[src/rtl/rom_boot_loader.sv]
// rom_boot_loader: receives a framed program image on an 8-bit byte stream
// and writes it as 9-bit instructions into the program ROM write port.
// The CPU is held in reset while a frame is in progress and is released
// only after a complete frame with a good checksum.
//
// Frame: 0xA5, LEN_HI, LEN_LO, N x {INSTR_LO, INSTR_HI (bit0 = instr[8])}, CHK
// CHK is the 8-bit XOR of LEN_HI, LEN_LO and all data bytes.
//
// Byte handshake: a byte is consumed on a rising clock edge where both
// i_rx_valid and o_rx_ready are high. o_rx_ready is registered and drops for
// exactly the one WRITE cycle per instruction. The source must hold an
// unconsumed byte stable.
//
// Optional build macro LOADER_TIMEOUT_EN: when defined, a frame that sees
// g_TIMEOUT consecutive cycles without an accepted byte is aborted to ERROR.
// When undefined, the loader waits for bytes indefinitely.
//
// o_dbg_state exposes the current FSM state for checkers.
module rom_boot_loader #(
  parameter int g_ROM_WIDTH    = 9,
  parameter int g_ROM_ADDR     = 11,
  parameter int g_RUN_AT_RESET = 0,
  parameter int g_TIMEOUT      = 100000
) (
  input  logic                   i_clk,
  input  logic                   i_rst_n,
  input  logic                   i_rx_valid,
  input  logic [7:0]             i_rx_data,
  output logic                   o_rx_ready,
  output logic                   o_rom_we,
  output logic [g_ROM_ADDR-1:0]  o_rom_addr,
  output logic [g_ROM_WIDTH-1:0] o_rom_data,
  output logic                   o_cpu_rst,
  output logic                   o_busy,
  output logic                   o_done,
  output logic                   o_err,
  output logic [3:0]             o_dbg_state
);

  typedef enum logic [3:0] {
    S_IDLE   = 4'd0,
    S_LEN_HI = 4'd1,
    S_LEN_LO = 4'd2,
    S_D_LO   = 4'd3,
    S_D_HI   = 4'd4,
    S_WRITE  = 4'd5,
    S_CHK    = 4'd6,
    S_DONE   = 4'd7,
    S_ERROR  = 4'd8
  } state_t;

  localparam logic [7:0]  SYNC_BYTE = 8'hA5;
  // Largest legal instruction count: the whole ROM.
  localparam logic [16:0] MAX_N     = 17'(1) << g_ROM_ADDR;
  localparam logic        CPU_RST_INIT = (g_RUN_AT_RESET == 0);

  state_t                   state_q, state_d;
  logic                     rx_ready_q, rx_ready_d;
  logic                     rom_we_q, rom_we_d;
  logic [g_ROM_ADDR-1:0]    rom_addr_q, rom_addr_d;
  logic [g_ROM_WIDTH-1:0]   rom_data_q, rom_data_d;
  logic                     cpu_rst_q, cpu_rst_d;
  logic                     busy_q, busy_d;
  logic                     done_q, done_d;
  logic                     err_q, err_d;
  logic [7:0]               len_hi_q, len_hi_d;
  logic [g_ROM_ADDR:0]      n_q, n_d;
  logic [g_ROM_ADDR:0]      count_q, count_d;
  logic [7:0]               chk_q, chk_d;
  logic [7:0]               lo_q, lo_d;

  logic                     accept;
  logic [15:0]              len_full;
  logic                     in_frame;

  assign accept   = i_rx_valid & rx_ready_q;
  assign len_full = {len_hi_q, i_rx_data};
  // Frame-in-progress states (LEN_HI through CHK).
  assign in_frame = (state_q != S_IDLE) && (state_q != S_DONE) && (state_q != S_ERROR);

`ifdef LOADER_TIMEOUT_EN
  localparam int TW = $clog2(g_TIMEOUT + 1);
  logic [TW-1:0] tmo_q, tmo_d;
`endif

  // Next-state, datapath and registered-output computation.
  always_comb begin
    state_d    = state_q;
    rom_we_d   = 1'b0;
    rom_addr_d = rom_addr_q;
    rom_data_d = rom_data_q;
    cpu_rst_d  = cpu_rst_q;
    done_d     = done_q;
    err_d      = err_q;
    len_hi_d   = len_hi_q;
    n_d        = n_q;
    count_d    = count_q;
    chk_d      = chk_q;
    lo_d       = lo_q;

    unique case (state_q)
      S_IDLE, S_DONE, S_ERROR: begin
        // Non-sync bytes are consumed and dropped.
        if (accept && (i_rx_data == SYNC_BYTE)) begin
          state_d    = S_LEN_HI;
          chk_d      = '0;
          count_d    = '0;
          rom_addr_d = '0;
          cpu_rst_d  = 1'b1;
          done_d     = 1'b0;
          err_d      = 1'b0;
        end
      end
      S_LEN_HI: begin
        if (accept) begin
          len_hi_d = i_rx_data;
          chk_d    = chk_q ^ i_rx_data;
          state_d  = S_LEN_LO;
        end
      end
      S_LEN_LO: begin
        if (accept) begin
          chk_d = chk_q ^ i_rx_data;
          n_d   = len_full[g_ROM_ADDR:0];
          if ({1'b0, len_full} > MAX_N) begin
            state_d = S_ERROR;
            err_d   = 1'b1;
          end else if (len_full == 16'd0) begin
            state_d = S_CHK;
          end else begin
            state_d = S_D_LO;
          end
        end
      end
      S_D_LO: begin
        if (accept) begin
          lo_d    = i_rx_data;
          chk_d   = chk_q ^ i_rx_data;
          state_d = S_D_HI;
        end
      end
      S_D_HI: begin
        if (accept) begin
          chk_d = chk_q ^ i_rx_data;
          if (i_rx_data[7:1] != 7'd0) begin
            state_d = S_ERROR;
            err_d   = 1'b1;
          end else begin
            // Strobe, address and data appear together in the WRITE cycle.
            state_d    = S_WRITE;
            rom_we_d   = 1'b1;
            rom_addr_d = count_q[g_ROM_ADDR-1:0];
            rom_data_d = {i_rx_data[0], lo_q};
          end
        end
      end
      S_WRITE: begin
        count_d = count_q + 1'b1;
        state_d = (count_d == n_q) ? S_CHK : S_D_LO;
      end
      S_CHK: begin
        if (accept) begin
          if (i_rx_data == chk_q) begin
            state_d   = S_DONE;
            done_d    = 1'b1;
            cpu_rst_d = 1'b0;
          end else begin
            state_d = S_ERROR;
            err_d   = 1'b1;
          end
        end
      end
      default: begin
        state_d = S_IDLE;
      end
    endcase

`ifdef LOADER_TIMEOUT_EN
    tmo_d = tmo_q;
    if (accept) begin
      tmo_d = '0;
    end else if (in_frame) begin
      if (tmo_q == TW'(g_TIMEOUT - 1)) begin
        state_d  = S_ERROR;
        err_d    = 1'b1;
        done_d   = 1'b0;
        rom_we_d = 1'b0;
        tmo_d    = '0;
      end else begin
        tmo_d = tmo_q + 1'b1;
      end
    end
`endif

    rx_ready_d = (state_d != S_WRITE);
    busy_d     = (state_d != S_IDLE) && (state_d != S_DONE) && (state_d != S_ERROR);
  end

  // State and output registers.
  always_ff @(posedge i_clk or negedge i_rst_n) begin
    if (!i_rst_n) begin
      state_q    <= S_IDLE;
      rx_ready_q <= 1'b0;
      rom_we_q   <= 1'b0;
      rom_addr_q <= '0;
      rom_data_q <= '0;
      cpu_rst_q  <= CPU_RST_INIT;
      busy_q     <= 1'b0;
      done_q     <= 1'b0;
      err_q      <= 1'b0;
      len_hi_q   <= '0;
      n_q        <= '0;
      count_q    <= '0;
      chk_q      <= '0;
      lo_q       <= '0;
    end else begin
      state_q    <= state_d;
      rx_ready_q <= rx_ready_d;
      rom_we_q   <= rom_we_d;
      rom_addr_q <= rom_addr_d;
      rom_data_q <= rom_data_d;
      cpu_rst_q  <= cpu_rst_d;
      busy_q     <= busy_d;
      done_q     <= done_d;
      err_q      <= err_d;
      len_hi_q   <= len_hi_d;
      n_q        <= n_d;
      count_q    <= count_d;
      chk_q      <= chk_d;
      lo_q       <= lo_d;
    end
  end

`ifdef LOADER_TIMEOUT_EN
  // Inter-byte idle counter.
  always_ff @(posedge i_clk or negedge i_rst_n) begin
    if (!i_rst_n) begin
      tmo_q <= '0;
    end else begin
      tmo_q <= tmo_d;
    end
  end
`endif

  assign o_rx_ready  = rx_ready_q;
  assign o_rom_we    = rom_we_q;
  assign o_rom_addr  = rom_addr_q;
  assign o_rom_data  = rom_data_q;
  assign o_cpu_rst   = cpu_rst_q;
  assign o_busy      = busy_q;
  assign o_done      = done_q;
  assign o_err       = err_q;
  assign o_dbg_state = state_q;

endmodule
[config.mk]
export PLATFORM = sky130hd
export DESIGN_NAME = rom_boot_loader
export DESIGN_NICKNAME = d
export VERILOG_FILES = /design/src/rtl/rom_boot_loader.sv
export SDC_FILE = /design/constraint.sdc
export NUM_CORES = 1
export LEC_CHECK = 0
export ABC_AREA = 1
export CORE_MARGIN = 2
export CORE_UTILIZATION = 40
export DETAILED_ROUTE_END_ITERATION = 10
export SLEW_MARGIN = 20
export SYNTH_ARGS = -nofsm -noshare
export SYNTH_HDL_FRONTEND = slang
export SYNTH_SLANG_ARGS = --single-unit
[constraint.sdc]
create_clock -name i_clk -period 4.94 [get_ports i_clk]
set_input_delay 0.988 -clock i_clk [delete_from_list [all_inputs] [get_ports i_clk]]
set_output_delay 0.988 -clock i_clk [all_outputs]
set_load 0.02 [all_outputs]
==> impl_results.md <==
* CP startpoint kind: input port
* Post-synthesis sequential area ratio at approximately half
* Setup TNS at 0 ns
* Final Setup Violations at 0
* Reg2reg setup slack at around 2.6 ns
* Most Frequent Cell on Critical Path: nand2_1
* Sequence of cells on the critical path: clkdlybuf4s50_1, nand2_1, nor3_1, nand2_2, nand2_1, a21oi_1, nand3_1, inv_1, nand2_1, nand2_1, nand3_1
* DR pass1 iterations at 5
* Proportion of layout cells with a drive suffix above 1 at around 6.6%
* Cell Pwr Density at between 500 and 600 nW/um^2
* Final worst setup slack at about 1.9 ns
* Min-Delay Path Class: reg -> reg
* Post-CTS sizing at 0
* DP Area at 4423 um^2
* Tcrit/Tclk final at around 62%
* Outcome: completed
* Max Root-Sink Buffers at 2
* Post-CTS setup buffers at 0
* Worst Path Max Fanout at 14
* Worst path slowest cell: nor3_1
* DR vias/cell at around 5
* Setup CP Type: in -> reg
* Initial Util at between 40% and 50%
* Sink Count at between 70 and 80
* Largest net degree at the start of global routing at between 70 and 80
* GRT overflow at 0
* Clock root buffer: clkbuf_8
* Fmax at 325.3 MHz
* DRC violations left at 0
* Clock latency on the worst-skew pair at around 0.36 ns
* Synth top area share at between 40 and 50%
* Max-slew violations at 0
* Worst setup EP type: flop
* Syn Area/Cell at slightly below 8 um^2
* Pre-CTS WS at 1.525 ns
* CTS tree: built
* Wire length per cell at 13.56 um
* Worst clock skew at roughly 0.0086 ns
* Max VDD drop at 0.0002844 V
* Leakage power at 2.266 nW
* Final net count at 549
* CTS clk-pin slew, worst paths at approximately 0.09 ns
* Port buffer count at 40
* Final non-filler cell area at approximately 4600 um^2
* Max incr delay on CP at 0.52 ns
* Most common cell after layout, fill and taps aside: nand2_1
* Arr. time, crit path at ~3.4 ns
* Total CTS buffers at 9
* Synthesis-stage register bit count at 78
* Min Tclk post-route at roughly 3.1 ns
* Top Ports at 41
* Maxcap violations at 0
* Ranking of synthesized cells by area: dfrtp_1 49%, nand2_1 14%, nand3_1 7.7%
* H-Tree Depth at 3
* N_diodes at 0
* Highest-count cells in the layout ignoring fill and taps: 141 x nand2_1, 77 x dfrtp_1, 60 x nand3_1, 58 x inv_1, 49 x o21ai_0
* DP Wirelength at approximately 6600 um
* Fin util at between 40% and 50%
* Drt total wl at just over 9000 um
* Die Width at about 100 um
* Non-Filler Instances at just under 700
* CTS hold repair buffers at 0
* First-pass GRT wire length at around 15000 um
* RSZ-0062 raised after global routing: no
* Die outline height at around 100 um
* Mapped Cells at roughly 500
* Core ar. at 9639 um^2
* Rel. slew slack at ~36%
* Syn-to-layout area delta at 18.56%
* Data required, critical path at 5.23 ns
* Net Count, Synth at slightly above 500
* Netlist cell types at 33
* Dpl cells at about 660
* Vias in the first global route at approximately 3200
* Cell accounting for the most synthesized area: dfrtp_1
* FP Rows at 36
* Worst-Margin Slew at 0.9626 ns
* DR vias at 3416
* Final Hold Vio Count at 0
* Final ANT Viol Nets at 0
* Post-Syn Area at ~4000 um^2
* Iter 0 DRT Violations at 194
* Yosys warns at 0
* Initial antenna violation count at 0
* Tot GR Track Use at a little under a fifth
* Die area at about 11000 um^2
* Routability cong. at 0.9004
-- path summary, 6_finish.rpt --
path / from / endpoint / cells after the start
min in group asynchronous: i_rst_n / o_rom_addr[1]$_DFFE_PN0P_ / 1
setup reg to reg: o_rx_ready$_DFF_PN0_ / o_busy$_DFF_PN0_ / 10
max in group asynchronous: i_rst_n / len_hi_q[7]$_DFFE_PN0P_ / 1
setup / recovery: i_rx_valid / o_busy$_DFF_PN0_ / 11
hold / removal: lo_q[0]$_DFFE_PN0P_ / o_rom_data[0]$_DFFE_PN0P_ / 2
hold reg to reg: lo_q[0]$_DFFE_PN0P_ / o_rom_data[0]$_DFFE_PN0P_ / 2
-- routing by layer --
layer  share of wire [%]  up-vias  global-route usage, %  routed length, um
met5                   0        -                      0                  0
met4                 1.6        0                  6.377                143
met3                 3.7       17                  3.119                338
met2                  47       84                  29.66               4305
met1                  48     1620                  25.69               4369
li1                    -     1695                      -                  -
-- where the power goes --
group          internal, mW  switching (mW)
clock                 0.241           0.261
sequential            0.847           0.188
combinational         0.374           0.661
total                  1.46            1.11
-- synthesized netlist by cell type (all sizes together) --
| cell type | n |
|---|---|
| nand2 | 143 |
| dfrtp | 77 |
| inv | 63 |
| nand3 | 60 |
| o21ai | 50 |
| nor2 | 37 |
| nand4 | 13 |
| clkbuf | 7 |
| o22ai | 7 |
| a21oi | 6 |
| nand3b | 6 |
| nor3 | 5 |
| buf | 4 |
| xnor2 | 4 |
| xor2 | 4 |
| a211oi | 2 |
| a21o | 1 |
| a31oi | 1 |
| clkinv | 1 |
| dfstp | 1 |
| ha | 1 |
| o21a | 1 |
| o21bai | 1 |
| o31ai | 1 |
-- registers in the layout, indices dropped and copies added (netlist names) --
name,cells
o_err,1
o_done,1
o_rx_ready,1
o_rom_addr,11
o_busy,1
count_q,12
o_rom_data,9
o_dbg_state,4
lo_q,8
len_hi_q,8
o_rom_we,1
o_cpu_rst,1
chk_q,8
n_q,12
-- metrics by stage --
step / hold WS [ns] / power, mW
after floorplan: 0.4422 / 1.791
after global placement: 0.4610 / 2.070
after detailed placement: 0.4686 / 2.082
after CTS: 0.4954 / 2.591
after global routing: 0.5083 / 2.797
final: 0.4890 / 2.571
-- cell type report --
type | instances | area, um^2
Clock buffer | 9 | 123.9
Fill cell | 1005 | 5012
Timing Repair Buffer | 41 | 405.4
Multi-Input combinational cell | 343 | 1658
Tap cell | 133 | 166.4
Sequential cell | 78 | 1953
Inverter | 64 | 240.2
Clock inverter | 7 | 80.08
-- critical path, delay by kind of cell --
kind	cells	cell delay, ns
compound gates	1	0.08
buf+inv	2	0.50
simple gates	8	1.79
-- cells by family after synthesis --
family / Yosys count / share of synthesized area (%)
compound gates: 70 / 10.23
xor+xnor: 8 / 1.795
fa+ha+maj: 1 / 0.3206
buf+inv: 75 / 7.470
flops: 78 / 50.05
simple gates: 264 / 30.14
Note: power is estimated with default switching activity, not from simulation.
==> RTL edit 1 (same flow settings) <==
The option `LOADER_TIMEOUT_EN` is turned on by a define.
--- a/src/rtl/rom_boot_loader.sv
+++ b/src/rtl/rom_boot_loader.sv
@@ -16,6 +16,8 @@
 // When undefined, the loader waits for bytes indefinitely.
 //
 // o_dbg_state exposes the current FSM state for checkers.
+`define LOADER_TIMEOUT_EN
+
 module rom_boot_loader #(
   parameter int g_ROM_WIDTH    = 9,
   parameter int g_ROM_ADDR     = 11,
Behaviour: no difference found for any inputs over 10 cycles, from zero or initial values and one cycle with i_rst_n low; that may be too few to reach the edited logic, so the function may still have changed.
==> RTL edit 1 against the unedited design <==
Sequential cell count rose by 17. Cell count increased by 26%. Clock power up 61%. Design area is 28% higher. Worst setup slack better by 0.17 ns. Power fell by 12%. Routed wire length grew 36%. Area after synthesis rose by 28%. Worst hold slack got worse by 0.013 ns. Non-clock buffer count is 1 higher. Fmax grew 5.8%. Largest cell class unchanged. First-iteration DRC count increased by 17%. Die area rose by 27%.
==> RTL edit 1: results (changes against the unedited design) <==
HPWL after DPL - 9130 microns (was 6580 microns)
Max-slew headroom - 0.456 (was 0.358)
share of cells above drive strength 1 - 0.0819 (was 0.0664)
Arr. time, crit path - 3.16 ns (was 3.36 ns)
wire length per cell - 14.6 microns (was 13.6 microns)
largest net degree at the start of global routing - 63 (was 79)
Post-Syn Nets - 650 (was 508)
Initial DRC Count - 227 (was 194)
Leak Pwr - 2.82 nW (was 2.27 nW)
routability congestion estimate - 0.924 (was 0.900)
critical-path maximum fanout - 17 (was 14)
Netlist cell types - 42 (was 33)
nets - 692 (was 549)
Final Skew - 0.00590 ns (was 0.00861 ns)
via density per instance - 5.18 (was 5.06)
post-synthesis adder-cell area fraction - 0.00500 (was 0.00321)
Post-synth top cells - 177 x nand2_1, 94 x dfrtp_1, 72 x inv_1, 57 x nor2_1, 44 x nand3_1 (was 141 x nand2_1, 77 x dfrtp_1, 60 x nand3_1, 58 x inv_1, 49 x o21ai_0)
Root Driver - clkbuf_16 (was clkbuf_8)
status - complete, no violations (unchanged)
post-synthesis sequential area ratio - 0.475 (was 0.500)
GRT Total Usage - 0.199 (was 0.185)
Filler Cells Inserted - 1230 (was 1005)
first-pass GRT wire length - 20800 microns (was 15300 microns)
peak supply drop - 0.185 mV (was 0.284 mV)
Compound-Gate Fraction of Synth Area - 0.119 (was 0.102)
==> RTL edit 1: cell families after synthesis <==
group / count (synthesis)
AO/OA/AOI/OAI: 100
flip-flops: 95
adder cells (fa/ha/maj): 2
buffers and inverters: 90
XOR/XNOR: 12
AND/OR/NAND/NOR: 338
==> RTL edit 1: layout make-up <==
cell class              count  area [sq um]  share of cell area
inverters                  79           297              0.0501
well taps                 168           210              0.0355
flip-flops and latches     95          2380               0.402
multi-input cells         452          2280               0.385
clock buffers               9           225              0.0380
repair buffers             42           413              0.0697
clock inverters             7           121              0.0205
==> RTL edit 1: where the power goes <==
group	internal, mW	leakage (nW)	switching (mW)
sequential	0.834	1.23	0.0527
clock	0.495	0.158	0.311
combinational	0.187	1.44	0.385
total	1.52	2.82	0.749
==> RTL edit 1: worst min-delay path: stages (launching register included) <==
cell	delay, ns
dfrtp_1	0.34
nand2_1	0.05
nand2_1	0.05
==> RTL edit 1: per-stage QoR <==
| step | instance area (sq um) | utilization | cells | worst slack (ns) | hold WS, ns |
|---|---|---|---|---|---|
| 2_1_floorplan | 5000 | - | 637 | 2.71 | 0.449 |
| 3_3_place_gp | 5580 | 0.460 | 836 | 1.79 | 0.461 |
| 3_5_place_dp | 5580 | 0.460 | 836 | 1.71 | 0.470 |
| 4_1_cts | 5920 | 0.489 | 852 | 2.06 | 0.486 |
| 5_1_grt | 5920 | 0.489 | 852 | 1.82 | 0.503 |
| 6_report | 5920 | 0.489 | 852 | 2.04 | 0.476 |
==> RTL edit 1: routing by layer <==
metal	up-vias	GRT usage	routed length [microns]
met1	2110	0.262	5780
met2	93	0.327	5900
met3	28	0.0350	452
met5	-	0	0
met4	0	0.0786	313
li1	2183	-	-
==> RTL edit 1: final timing paths <==
kind / slack, ns / endpoint / cells past startpoint / from
worst max-delay path: 2.04 / o_busy / 10 / i_rx_valid
worst min-delay path: 0.48 / o_rom_data[5] / 2 / o_rom_data[5]
worst max register to register: 2.65 / o_busy / 10 / o_dbg_state[3]
worst min register to register: 0.48 / o_rom_data[5] / 2 / o_rom_data[5]
max in group asynchronous: 3.27 / lo_q[4] / 2 / i_rst_n
min in group asynchronous: 0.73 / o_rom_addr[10] / 1 / i_rst_n
==> RTL edit 2 (config.mk and constraints unchanged) <==
Made on the original files. Put one more register stage on the output `o_dbg_state`, cleared by the reset. The value now appears one clock later. The other outputs are not delayed to match.
--- a/src/rtl/rom_boot_loader.sv
+++ b/src/rtl/rom_boot_loader.sv
@@ -250,6 +250,12 @@
   assign o_busy      = busy_q;
   assign o_done      = done_q;
   assign o_err       = err_q;
-  assign o_dbg_state = state_q;
+  always_ff @(posedge i_clk or negedge i_rst_n) begin
+    if (!i_rst_n) begin
+      o_dbg_state <= '0;
+    end else begin
+      o_dbg_state <= state_q;
+    end
+  end
 
 endmodule
Behaviour: not the same (a bounded check fails within 4 cycles, from zero or initial values and one cycle with i_rst_n low).
==> RTL edit 2 against the unedited design <==
Worst setup slack better by 0.12 ns. Area after synthesis is 2.6% higher. Sequential power is 5% higher. Synthesized cell count is 0.81% higher. Routed wire length is 1.5% lower. Power is 0.81% higher. Sequential cell count is 4 higher. Count of clock-buffer cells in the layout stayed put. Design area is 2.0% higher. Via count is 2.2% lower. Critical path type unchanged. Critical endpoint unchanged. Highest routed layer unchanged.
==> RTL edit 2: results (changes against the unedited design) <==
GRT Total Usage - 0.176 (was 0.185)
nets - 553 (was 549)
worst hold path class - reg2reg (unchanged)
Initial DRC Count - 162 (was 194)
post-route cell area - 4720 sq um (was 4630 sq um)
post-synthesis sequential area ratio - 0.513 (was 0.500)
Post-synth top cells - 141 x nand2_1, 81 x dfrtp_1, 60 x nand3_1, 58 x inv_1, 49 x o21ai_0 (was 141 x nand2_1, 77 x dfrtp_1, 60 x nand3_1, 58 x inv_1, 49 x o21ai_0)
vias in the first global route - 3322 (was 3187)
worst slew pin tran - 0.721 ns (was 0.963 ns)
CORE AREA - 9730 sq um (was 9640 sq um)
Worst-path clk slew - 0.09 ns (about the same)
Mapped Cells - 500 (was 496)
share of the synthesized area in the top cell type - 0.506 (was 0.494)
share of cells above drive strength 1 - 0.0659 (was 0.0664)
status - complete, no violations (unchanged)
Root Driver - clkbuf_8 (unchanged)
Leak Pwr - 2.32 nW (was 2.27 nW)
post-place setup slack - 1.65 ns (was 1.52 ns)
HPWL after DPL - 6490 microns (was 6580 microns)
Filler Cells Inserted - 977 (was 1005)
YS warnings - 0 (unchanged)
first-pass GRT wire length - 15500 microns (was 15300 microns)
Final Skew - 0.00737 ns (was 0.00861 ns)
antenna violations before repair - 0 (unchanged)
Arr. time, crit path - 3.21 ns (was 3.36 ns)
Max Slew Vio Count - 0 (unchanged)
Clock H-tree levels - 3 (unchanged)
final WL - 9020 microns (was 9160 microns)
DRT Pass-1 Iters - 4 (was 5)
routability congestion estimate - 0.865 (was 0.900)
Critical Path Max Stage Delay - 0.45 ns (was 0.52 ns)
Synth area leaders - dfrtp_1 51%, nand2_1 13%, nand3_1 7.5% (was dfrtp_1 49%, nand2_1 14%, nand3_1 7.7%)
Inst Count DP - 663 (was 659)
via density per instance - 4.92 (was 5.06)
Post-DP Area - 4520 sq um (was 4420 sq um)
CP max-delay cell - clkdlybuf4s50_1 (was nor3_1)
largest net degree at the start of global routing - 83 (was 79)
internal cell power - 1.46 mW (about the same)
peak supply drop - 0.204 mV (was 0.284 mV)
Post-Syn Nets - 512 (was 508)
wire length per cell - 13.3 microns (was 13.6 microns)
## RTL edit 2: routing by layer
layer,track usage,share of wire
met1,0.238,0.48
met2,0.284,0.47
met3,0.0401,0.038
met4,0.0521,0.0082
met5,0,0
## RTL edit 2: path summary, 6_finish.rpt
| check | endpoint | cells after the start | slack [ns] | from |
|---|---|---|---|---|
| min in group asynchronous | o_rom_addr[2] | 1 | 0.65 | i_rst_n |
| hold / removal | o_dbg_state[3] | 0 | 0.48 | state_q[3] |
| setup reg to reg | o_busy | 14 | 2.61 | state_q[2] |
| hold reg to reg | o_dbg_state[3] | 0 | 0.48 | state_q[3] |
| max in group asynchronous | len_hi_q[6] | 1 | 3.80 | i_rst_n |
| setup / recovery | o_busy | 11 | 1.98 | i_rx_data[3] |
## RTL edit 2: final cells by class
| cell class | count | area share |
|---|---|---|
| clock inverters | 7 | 0.0146 |
| inverters | 64 | 0.0509 |
| multi-input cells | 343 | 0.351 |
| well taps | 133 | 0.0353 |
| repair buffers | 41 | 0.0867 |
| clock buffers | 9 | 0.0262 |
| flip-flops and latches | 82 | 0.435 |
## RTL edit 2: power groups by stage
stage | clock (mW) | combinational (mW) | sequential, mW
after floorplan | 0 | 0.764 | 1.07
after CTS | 0.497 | 1.04 | 1.08
after global placement | 0 | 1.02 | 1.09
after global routing | 0.524 | 1.18 | 1.11
final | 0.481 | 1.03 | 1.08
after detailed placement | 0 | 1.03 | 1.09
## RTL edit 2: logic make-up after synthesis
logic type | synth area share
flops | 0.513
xor+xnor | 0.0175
simple gates | 0.294
buf+inv | 0.0728
fa+ha+maj | 0.00313
compound gates | 0.0997
